<file path="config.mk">
export PLATFORM = sky130hd
export DESIGN_NAME = adc_volt_conv_multi
export DESIGN_NICKNAME = d
export VERILOG_FILES = /design/src/rtl/adc_volt_conv_multi.sv
export SDC_FILE = /design/constraint.sdc
export NUM_CORES = 1
export LEC_CHECK = 0
export CAP_MARGIN = 20
export CORE_ASPECT_RATIO = 1.25
export CORE_UTILIZATION = 60
export DETAILED_ROUTE_END_ITERATION = 8
export GPL_TIMING_DRIVEN = 0
export PLACE_DENSITY = 0.77
export SYNTH_ARGS = -nofsm -noshare
export SYNTH_HDL_FRONTEND = slang
export SYNTH_SLANG_ARGS = --single-unit
export TNS_END_PERCENT = 1
</file>
<file path="constraint.sdc">
create_clock -name ad_clk -period 14.95 [get_ports ad_clk]
set_clock_uncertainty 0.1 [all_clocks]
set_input_delay 2.2425 -clock ad_clk [delete_from_list [all_inputs] [get_ports ad_clk]]
set_output_delay 2.2425 -clock ad_clk [all_outputs]
set_load 0.02 [all_outputs]
</file>
<file path="src/rtl/adc_volt_conv_multi.sv">
// Multi-channel offset-binary ADC code to signed millivolt converter with boxcar
// averaging, zero-offset calibration and a fixed 4-cycle scaling pipeline.
module adc_volt_conv_multi #(
  parameter int NUM_CH      = 2,
  parameter int ADC_W       = 12,
  parameter int OUT_W       = 16,
  parameter int AVG_LOG2    = 0,
  parameter int CAL_LOG2    = 4,
  parameter int SCALE_NUM   = 20000,
  parameter int SCALE_SHIFT = 13
) (
  input  logic                    ad_clk,
  input  logic                    rst,
  input  logic                    en,
  input  logic                    sample_en,
  input  logic                    cal_start,
  input  logic [NUM_CH*ADC_W-1:0] ad_in,
  output logic [NUM_CH*OUT_W-1:0] volt_out,
  output logic                    volt_valid,
  output logic [NUM_CH-1:0]       sat_flag,
  output logic                    cal_busy,
  output logic                    cal_done
);

  localparam int MAX_LOG2 = (AVG_LOG2 > CAL_LOG2) ? AVG_LOG2 : CAL_LOG2;
  localparam int ACC_W    = ADC_W + MAX_LOG2;
  localparam int CNT_W    = MAX_LOG2 + 1;
  localparam int CEN_W    = ADC_W + 2;
  localparam int OFF_W    = ADC_W + 1;
  localparam int MAG_W    = ADC_W + 1;
  localparam int SN_W     = $clog2(SCALE_NUM + 1);
  localparam int PROD_W   = MAG_W + SN_W;

  localparam logic [CNT_W-1:0]         AVG_LAST = CNT_W'((1 << AVG_LOG2) - 1);
  localparam logic [CNT_W-1:0]         CAL_LAST = CNT_W'((1 << CAL_LOG2) - 1);
  localparam logic signed [CEN_W-1:0]  MID_C    = CEN_W'(1 << (ADC_W - 1));
  localparam logic signed [OFF_W-1:0]  MID_O    = OFF_W'(1 << (ADC_W - 1));
  localparam logic [PROD_W-1:0]        SCALE_K  = PROD_W'(SCALE_NUM);
  localparam logic [PROD_W-1:0]        SAT_LIM  = PROD_W'((1 << (OUT_W - 1)) - 1);

  typedef enum logic [1:0] {IDLE = 2'd0, RUN = 2'd1, CAL = 2'd2} state_t;

  state_t state, state_nxt;

  logic [CNT_W-1:0]        cnt;
  logic [ACC_W-1:0]        acc      [NUM_CH];
  logic [ACC_W-1:0]        sum      [NUM_CH];
  logic [ADC_W-1:0]        cal_avg  [NUM_CH];
  logic signed [OFF_W-1:0] new_off  [NUM_CH];
  logic signed [OFF_W-1:0] offset   [NUM_CH];
  logic                    win_done, cal_fin, acc_clr, acc_add;

  logic [ACC_W-1:0]        win_sum  [NUM_CH];
  logic [ADC_W-1:0]        avg      [NUM_CH];
  logic signed [CEN_W-1:0] cen      [NUM_CH];
  logic [MAG_W-1:0]        mag      [NUM_CH];
  logic [PROD_W-1:0]       prod     [NUM_CH];
  logic [PROD_W-1:0]       shifted  [NUM_CH];
  logic [OUT_W-1:0]        lim_mag  [NUM_CH];
  logic [OUT_W-1:0]        res      [NUM_CH];
  logic [NUM_CH-1:0]       prod_neg, sat_s;
  logic                    win_v, avg_v, cen_v, prod_v;

  // State register
  always_ff @(posedge ad_clk or posedge rst) begin
    if (rst) state <= IDLE;
    else     state <= state_nxt;
  end

  // Next-state logic: dropping en always wins, cal_start only honoured in RUN
  always_comb begin
    state_nxt = state;
    case (state)
      IDLE:    state_nxt = en ? RUN : IDLE;
      RUN:     if (!en) state_nxt = IDLE;
               else if (cal_start) state_nxt = CAL;
               else state_nxt = RUN;
      CAL:     if (!en) state_nxt = IDLE;
               else if (cal_fin) state_nxt = RUN;
               else state_nxt = CAL;
      default: state_nxt = IDLE;
    endcase
  end

  always_comb begin
    win_done = (state == RUN) && en && !cal_start && sample_en && (cnt == AVG_LAST);
    cal_fin  = (state == CAL) && en && sample_en && (cnt == CAL_LAST);
    acc_clr  = !en || (state == IDLE) || ((state == RUN) && cal_start) || win_done || cal_fin;
    acc_add  = sample_en && ((state == RUN) || (state == CAL));
    for (int i = 0; i < NUM_CH; i++) begin
      sum[i]     = acc[i] + ACC_W'(ad_in[i*ADC_W +: ADC_W]);
      cal_avg[i] = ADC_W'(sum[i] >> CAL_LOG2);
      new_off[i] = $signed({1'b0, cal_avg[i]}) - MID_O;
    end
  end

  // Shared sample accumulator, used for averaging windows in RUN and the offset window in CAL
  always_ff @(posedge ad_clk or posedge rst) begin
    if (rst) begin
      cnt <= '0;
      for (int i = 0; i < NUM_CH; i++) acc[i] <= '0;
    end else if (acc_clr) begin
      cnt <= '0;
      for (int i = 0; i < NUM_CH; i++) acc[i] <= '0;
    end else if (acc_add) begin
      cnt <= cnt + CNT_W'(1);
      for (int i = 0; i < NUM_CH; i++) acc[i] <= sum[i];
    end
  end

  // Offset registers only change on a completed calibration window
  always_ff @(posedge ad_clk or posedge rst) begin
    if (rst) begin
      cal_done <= 1'b0;
      for (int i = 0; i < NUM_CH; i++) offset[i] <= '0;
    end else begin
      cal_done <= cal_fin;
      if (cal_fin) begin
        for (int i = 0; i < NUM_CH; i++) offset[i] <= new_off[i];
      end
    end
  end

  assign cal_busy = (state == CAL);

  always_comb begin
    for (int i = 0; i < NUM_CH; i++) begin
      mag[i]     = cen[i][CEN_W-1] ? MAG_W'(-cen[i]) : MAG_W'(cen[i]);
      shifted[i] = prod[i] >> SCALE_SHIFT;
      sat_s[i]   = shifted[i] > SAT_LIM;
      lim_mag[i] = sat_s[i] ? OUT_W'(SAT_LIM) : OUT_W'(shifted[i]);
      res[i]     = prod_neg[i] ? -lim_mag[i] : lim_mag[i];
    end
  end

  // Scaling pipeline; scaling the magnitude keeps truncation symmetric about midscale
  always_ff @(posedge ad_clk or posedge rst) begin
    if (rst) begin
      win_v    <= 1'b0;
      avg_v    <= 1'b0;
      cen_v    <= 1'b0;
      prod_v   <= 1'b0;
      prod_neg <= '0;
      for (int i = 0; i < NUM_CH; i++) begin
        win_sum[i] <= '0;
        avg[i]     <= '0;
        cen[i]     <= '0;
        prod[i]    <= '0;
      end
    end else begin
      win_v  <= win_done && en;
      avg_v  <= win_v && en;
      cen_v  <= avg_v && en;
      prod_v <= cen_v && en;
      for (int i = 0; i < NUM_CH; i++) begin
        if (win_done) win_sum[i] <= sum[i];
        avg[i]      <= ADC_W'(win_sum[i] >> AVG_LOG2);
        cen[i]      <= $signed({2'b00, avg[i]}) - MID_C - $signed({offset[i][OFF_W-1], offset[i]});
        prod[i]     <= PROD_W'(mag[i]) * SCALE_K;
        prod_neg[i] <= cen[i][CEN_W-1];
      end
    end
  end

  // Output register holds its last value whenever no new result arrives
  always_ff @(posedge ad_clk or posedge rst) begin
    if (rst) begin
      volt_out   <= '0;
      volt_valid <= 1'b0;
      sat_flag   <= '0;
    end else begin
      volt_valid <= prod_v && en;
      if (prod_v && en) begin
        sat_flag <= sat_s;
        for (int i = 0; i < NUM_CH; i++) volt_out[i*OUT_W +: OUT_W] <= res[i];
      end
    end
  end

endmodule

</file>
==> results of run 1 <==
[metal layers]
layer  wire (µm)  vias up  track usage, %
li1            -     5181               -
met1       10900     4946            26.4
met2       14800      183            46.3
met3         777       65            2.48
met4         895        0            8.75
met5           0        -               0
[registers in the layout, indices dropped and copies added (netlist names)]
name / cells
acc: 32
avg: 24
state: 2
avg_v: 1
volt_out: 32
prod_v: 1
sat_flag: 2
cnt: 5
cen: 28
prod_neg: 2
cal_done: 1
cen_v: 1
win_v: 1
volt_valid: 1
offset: 24
prod: 30
win_sum: 24
[logic make-up after synthesis]
kind of cell,share of synthesized area [%]
AO/OA/AOI/OAI,13.0
XOR/XNOR,8.03
adder cells (fa/ha/maj),22.7
buffers and inverters,5.96
flip-flops,37.0
multiplexers,1.47
AND/OR/NAND/NOR,11.8
[area by class of cell]
type / count / area share (%)
clock buffers: 29 / 3.92
plain buffers: 32 / 0.749
clock inverters: 7 / 0.468
well taps: 288 / 2.25
multi-input cells: 1042 / 50.9
inverters: 195 / 4.61
flip-flops and latches: 211 / 32.9
repair buffers: 66 / 4.23
[worst reg2reg max path, delay by kind of cell, from the launching register on]
family                   cells  cell delay [ps]
flip-flops                   1              430
multiplexers                 1              260
buffers and inverters        5              520
adder cells (fa/ha/maj)      7             2280
AO/OA/AOI/OAI                5             1890
XOR/XNOR                     1              460
AND/OR/NAND/NOR              3              280
[metrics by stage]
stage          cells  area [µm²]  utilization, %
6_report        1870       16000            69.1
5_1_grt         1870       16000            69.1
4_1_cts         1870       16000            69.1
3_5_place_dp    1834       15300            66.1
3_3_place_gp    1833       15300            66.0
2_1_floorplan   1480       14300               -
[synthesized netlist by cell type (4+ instances only)]
| library cell | number |
|---|---|
| and3_1 | 10 |
| xor2_1 | 62 |
| nor3_1 | 17 |
| ha_1 | 184 |
| a31oi_1 | 7 |
| nand2b_1 | 12 |
| nand2_1 | 123 |
| o31ai_1 | 16 |
| dfrtp_1 | 211 |
| xnor2_1 | 69 |
| o21a_1 | 12 |
| a21boi_0 | 9 |
| nand3_1 | 21 |
| nand3b_1 | 4 |
| fa_1 | 47 |
| nor4_1 | 4 |
| nor2b_1 | 21 |
| or3_1 | 16 |
| nor2_1 | 101 |
| or4_1 | 4 |
| and2_1 | 10 |
| clkbuf_1 | 25 |
| a211oi_1 | 12 |
| or2_2 | 4 |
| inv_1 | 194 |
| mux2_2 | 16 |
| nand4_1 | 6 |
| o21ai_0 | 89 |
| buf_1 | 7 |
| o211ai_1 | 7 |
| a21o_1 | 20 |
| a21oi_1 | 93 |
[worst paths after layout]
kind | endpoint | slack [ps]
worst max-delay path | prod[27] | 8610
worst min-delay path | avg[0] | 280
worst max register to register | prod[27] | 8610
worst min register to register | avg[0] | 280
max in group asynchronous | prod[46] | 11640
min in group asynchronous | acc[8] | 2100
==> metrics.txt, run 1 <==
Mapped Nets around 1700; routed vias between 10000 and 15000; IO Count 66; worst r2r src cen[0]; min Tclk post-route roughly 6300 ps; Fin Hold WS 279 ps; Remaining DRCs 0; Mapped Cells about 1500; DRT Pass-1 Iters 4; IO Port Bufs 65; most common cell after layout, fill and taps aside dfrtp_1; worst hold path depth 0; CP Cell Sequence inv_1 > ha_1 > nand2_1 > o21ai_0 > nand2_1 > xor2_1 > inv_1 > fa_1 > inv_1 > ha_1 > inv_1 > fa_1 > inv_1 > ha_1 > ha_1 > ha_1 > a21oi_1 > o21ai_0 > a221oi_1 > mux2i_1 > nand2_1 > a311o_1; Initial Util about three fifths; GRT Residual Overflow 0; RSZ-0062 raised after global routing false; crit end category register; Final Hold Viols 0; row cnt 62; largest area contributor in the netlist dfrtp_1; CTS root buf clkbuf_16; top post-synthesis cells by area dfrtp_1 (37%), ha_1 (16%), fa_1 (6.6%); Yosys warning count 0; Total Wirelength ~27000 µm; vias in the first global route about 11000; synth unique cells 63; core footprint 0.0232 mm²; Top FF cell, synth dfrtp_1; Hold WC Path Type register to register; Top Family by Delay on Critical Path adder cells; number of max-cap violations 0; Seq cells post-synth about 210; post-route ant nets 0; R2R depth 22; final worst-path cycle share a little over two fifths; 1st-iter DRT viols about 360; cell depth of the worst setup path 22; DP Worst Slack 8640 ps; share of layout cells above drive strength 1 under 10%; number of enable flip-flop cells after synthesis 0; total CTS buffers 22; outcome completed; routed vias/inst around 5.5; Post-synth ARST share between 90% and 100%; antenna diode count 0; clock sink total ~210; drt wl/cell 14.6 µm; Post-CTS Hold Buffers 0; commonest cells after routing, fill and taps aside dfrtp_1 (211), inv_1 (193), ha_1 (184); register area around 0.0053 mm²; type of origin of the critical path register; CTS tree built; nets 1830; Post-Syn Area around 0.014 mm²; pin count of the biggest net entering global routing between 100 and 150; Resized Gates After CTS 0; Seq/Total Area, Yosys between 30 and 40%; Hold Crit Start win_sum[0]; Clk pin slew, worst setup/hold paths around 60 ps; CP required 15240 ps; final-report max-slew violation count 0; die area about 0.024 mm²; post-synth top area share a little under two fifths; worst path buffer plus inverter count 5; Worst EP arrival approximately 6600 ps; Slew Limit Headroom between 40% and 50%; die width roughly 140 µm; crit-path max FO 6; final setup fails 0; Clock Path Buffers 3; P&R area growth vs syn 12.2%; postcts setup bufs 0; post-synthesis average cell area roughly 9.7 µm²; fillers between 1500 and 2000; H-tree depth 1; Die Y-Extent 175 µm; Placer Congestion 0.893; clock latency on the worst-skew pair between 500 and 600 ps; Crit-path slowest cell a221oi_1; Fin Setup TNS 0 ps; final worst slack between 8000 and 9000 ps; first-pass GRT wire length 47500 µm; initial antenna violation count 0; Worst-Margin Slew 880 ps; slowest cell delay on critical path between 500 and 600 ps; placed wire-length estimate roughly 22000 µm; multi-input logic area 0.00815 mm²; crit path from cen[0]; kind of critical path register to register; f_max roughly 160 MHz; Global Route Usage Sum between 20% and 30%
Power of run 1 is left out: the tool's default activity adds up to more than one toggle a clock period on the data nets, which glitch-free logic cannot reach.
==> run 2: changes to the inputs <==
--- a/config.mk
+++ b/config.mk
@@ -7,10 +7,10 @@
 export LEC_CHECK = 0
 export CAP_MARGIN = 20
 export CORE_ASPECT_RATIO = 1.25
-export CORE_UTILIZATION = 60
+export CORE_UTILIZATION = 56
 export DETAILED_ROUTE_END_ITERATION = 8
 export GPL_TIMING_DRIVEN = 0
-export PLACE_DENSITY = 0.77
+export PLACE_DENSITY = 0.76
 export SYNTH_ARGS = -nofsm -noshare
 export SYNTH_HDL_FRONTEND = slang
 export SYNTH_SLANG_ARGS = --single-unit
==> constraint.sdc (replaced) <==
create_clock -name ad_clk -period 5.72 [get_ports ad_clk]
set_clock_uncertainty 0.1 [all_clocks]
set_input_delay 0.858 -clock ad_clk [delete_from_list [all_inputs] [get_ports ad_clk]]
set_output_delay 0.858 -clock ad_clk [all_outputs]
set_load 0.02 [all_outputs]
==> metrics.txt, run 2 (synthesized netlist as in run 1, its figures left out) <==
outcome completed; initial antenna violation count 0 (unchanged); met2 Usage GRT 44.5% (-1.8 points); Slew Limit Headroom 46.3% (+5.4 points); final-report max-slew violation count 0 (unchanged); most frequent CP cell ha_4; Clock Path Buffers 3 (unchanged); core footprint 0.0251 mm² (+8.3%); DRT Pass-1 Iters 6 (+2); row cnt 65 (+4.8%); final worst-path cycle share 99.5% (+57 points); type of origin of the critical path register; met1 Track Usage GR 26.5% (+0.12 points); IO Count 66 (unchanged); nets 1869 (+2.1%); commonest cells after routing, fill and taps aside dfrtp_1 (209), inv_1 (184), ha_1 (169); Worst-Margin Slew 797 ps (-83.2 ps); f_max 176 MHz (+11%); clock sink total 211 (unchanged); pin count of the biggest net entering global routing 44 (-69%); CP Cell Sequence or3_4 > or4_4 > o31ai_4 > xnor2_2 > fa_1 > ha_1 > inv_2 > fa_1 > inv_2 > ha_4 > ha_4 > ha_4 > and3_4 > a221o_1 > nand2_1 > o211ai_2 > or2_4 > a311oi_2 > xnor2_1; Clk pin slew, worst setup/hold paths 70 ps (about the same); Initial Util 56.8% (-4.7 points); peak-usage layer in the global routing report met2; most common cell after layout, fill and taps aside dfrtp_1; Die Y-Extent 181 µm (+3.5%); fin area 0.0169 mm² (+5.4%); antenna diode count 0 (unchanged); Non-Filler Instances 1960 (+4.8%); Hold Crit Start win_sum[7]; routed vias 10667 (+2.8%); min Tclk post-route 5690 ps (-642 ps); crit path from cen[17]; IO Port Bufs 65 (unchanged); Global Route Usage Sum 23.5% (-0.34 points); worst hold path depth 0 (unchanged); P&R area growth vs syn 18.3%; RSZ-0062 raised after global routing true; CP required 6040 ps (-9200 ps); Area after DPL 0.0155 mm² (+0.83%); final worst slack 26.8 ps (-8590 ps); first-pass GRT wire length 49600 µm (+4.3%); post-route ant nets 0 (unchanged); die area 0.0262 mm² (+7.1%); kind of critical path register to register; Final Util 67.2% (-1.9 points); Top Family by Delay on Critical Path adder cells; Worst EP arrival 6020 ps (-600 ps); worst path buffer plus inverter count 2 (-3); worst r2r src cen[17]; Crit-path slowest cell or4_4; number of max-cap violations 0 (unchanged); total CTS buffers 23 (+4.5%); routed vias/inst 5.44 (-1.9%); crit-path max FO 4 (-2); 1st-iter DRT viols 386 (+8.1%); Total Wirelength 29900 µm (+9.3%); slowest cell delay on critical path 550 ps (-40 ps); fillers 1892 (+5.5%); Largest regs acc (32), volt_out (32), prod (30); dpl cells 1885 (+2.8%); clock latency on the worst-skew pair 500 ps (about the same); DP Worst Slack -682 ps (-9330 ps); R2R depth 19 (-14%); placed wire-length estimate 22100 µm (+2.4%); cell depth of the worst setup path 19 (-14%); drt wl/cell 15.3 µm (+4.3%); CTS tree built; H-tree depth 1 (unchanged); Post-CTS Hold Buffers 0 (unchanged); final setup fails 0 (unchanged); Remaining DRCs 0 (unchanged); die width 145 µm (+3.5%); GRT Residual Overflow 0 (unchanged); vias in the first global route 10818 (+1.7%); crit end category register; CTS root buf clkbuf_16; Final Hold Viols 0 (unchanged); share of layout cells above drive strength 1 10.5% (+6.4 points); met3 Track Usage GR 2.31% (-0.17 points); Hold WC Path Type register to register; Placer Congestion 0.949 (+6.2%)
run 2: per-stage QoR:
stage          TNS (ps)  hold WS (ps)
2_1_floorplan         0           250
3_3_place_gp      -2740           257
3_5_place_dp      -3860           261
4_1_cts               0           276
5_1_grt            -317           281
6_report              0           273
run 2: cell type report:
class / instances / area, µm² / area share (%)
sequential: 211 / 5280 / 31.3
tap: 335 / 419 / 2.48
clock buffer: 27 / 611 / 3.61
timing repair buffer: 104 / 1010 / 6.00
inverter: 195 / 736 / 4.35
multi-input combinational: 1042 / 8560 / 50.7
buffer: 32 / 121 / 0.718
clock inverter: 14 / 154 / 0.911
run 2: what timing repair did:
| action | 4_1_cts | 5_1_grt |
|---|---|---|
| buffers inserted | 18 | 16 |
| gates resized for setup | 36 | 43 |
| endpoints found under the setup margin | 14 | 16 |
| pin swaps | 19 | 32 |
| gates cloned | 0 | 0 |
run 2: per-layer routing:
| layer | wire length [µm] | vias up | part of all wire [%] |
|---|---|---|---|
| met1 | 11900 | 5134 | 40 |
| met5 | 0 | - | 0 |
| met3 | 838 | 77 | 2.8 |
| met2 | 16100 | 210 | 54 |
| met4 | 1060 | 0 | 3.5 |
| li1 | - | 5246 | - |
run 2: path summary, 6_finish.rpt:
path                                 to  slack [ps]
max                            prod[54]          30
min                              avg[7]         270
max reg2reg                    prod[54]          30
min in group asynchronous  volt_out[26]         610
max in group asynchronous       acc[30]        3570
min reg2reg                      avg[7]         270
Power of run 2 is left out for the same reason.
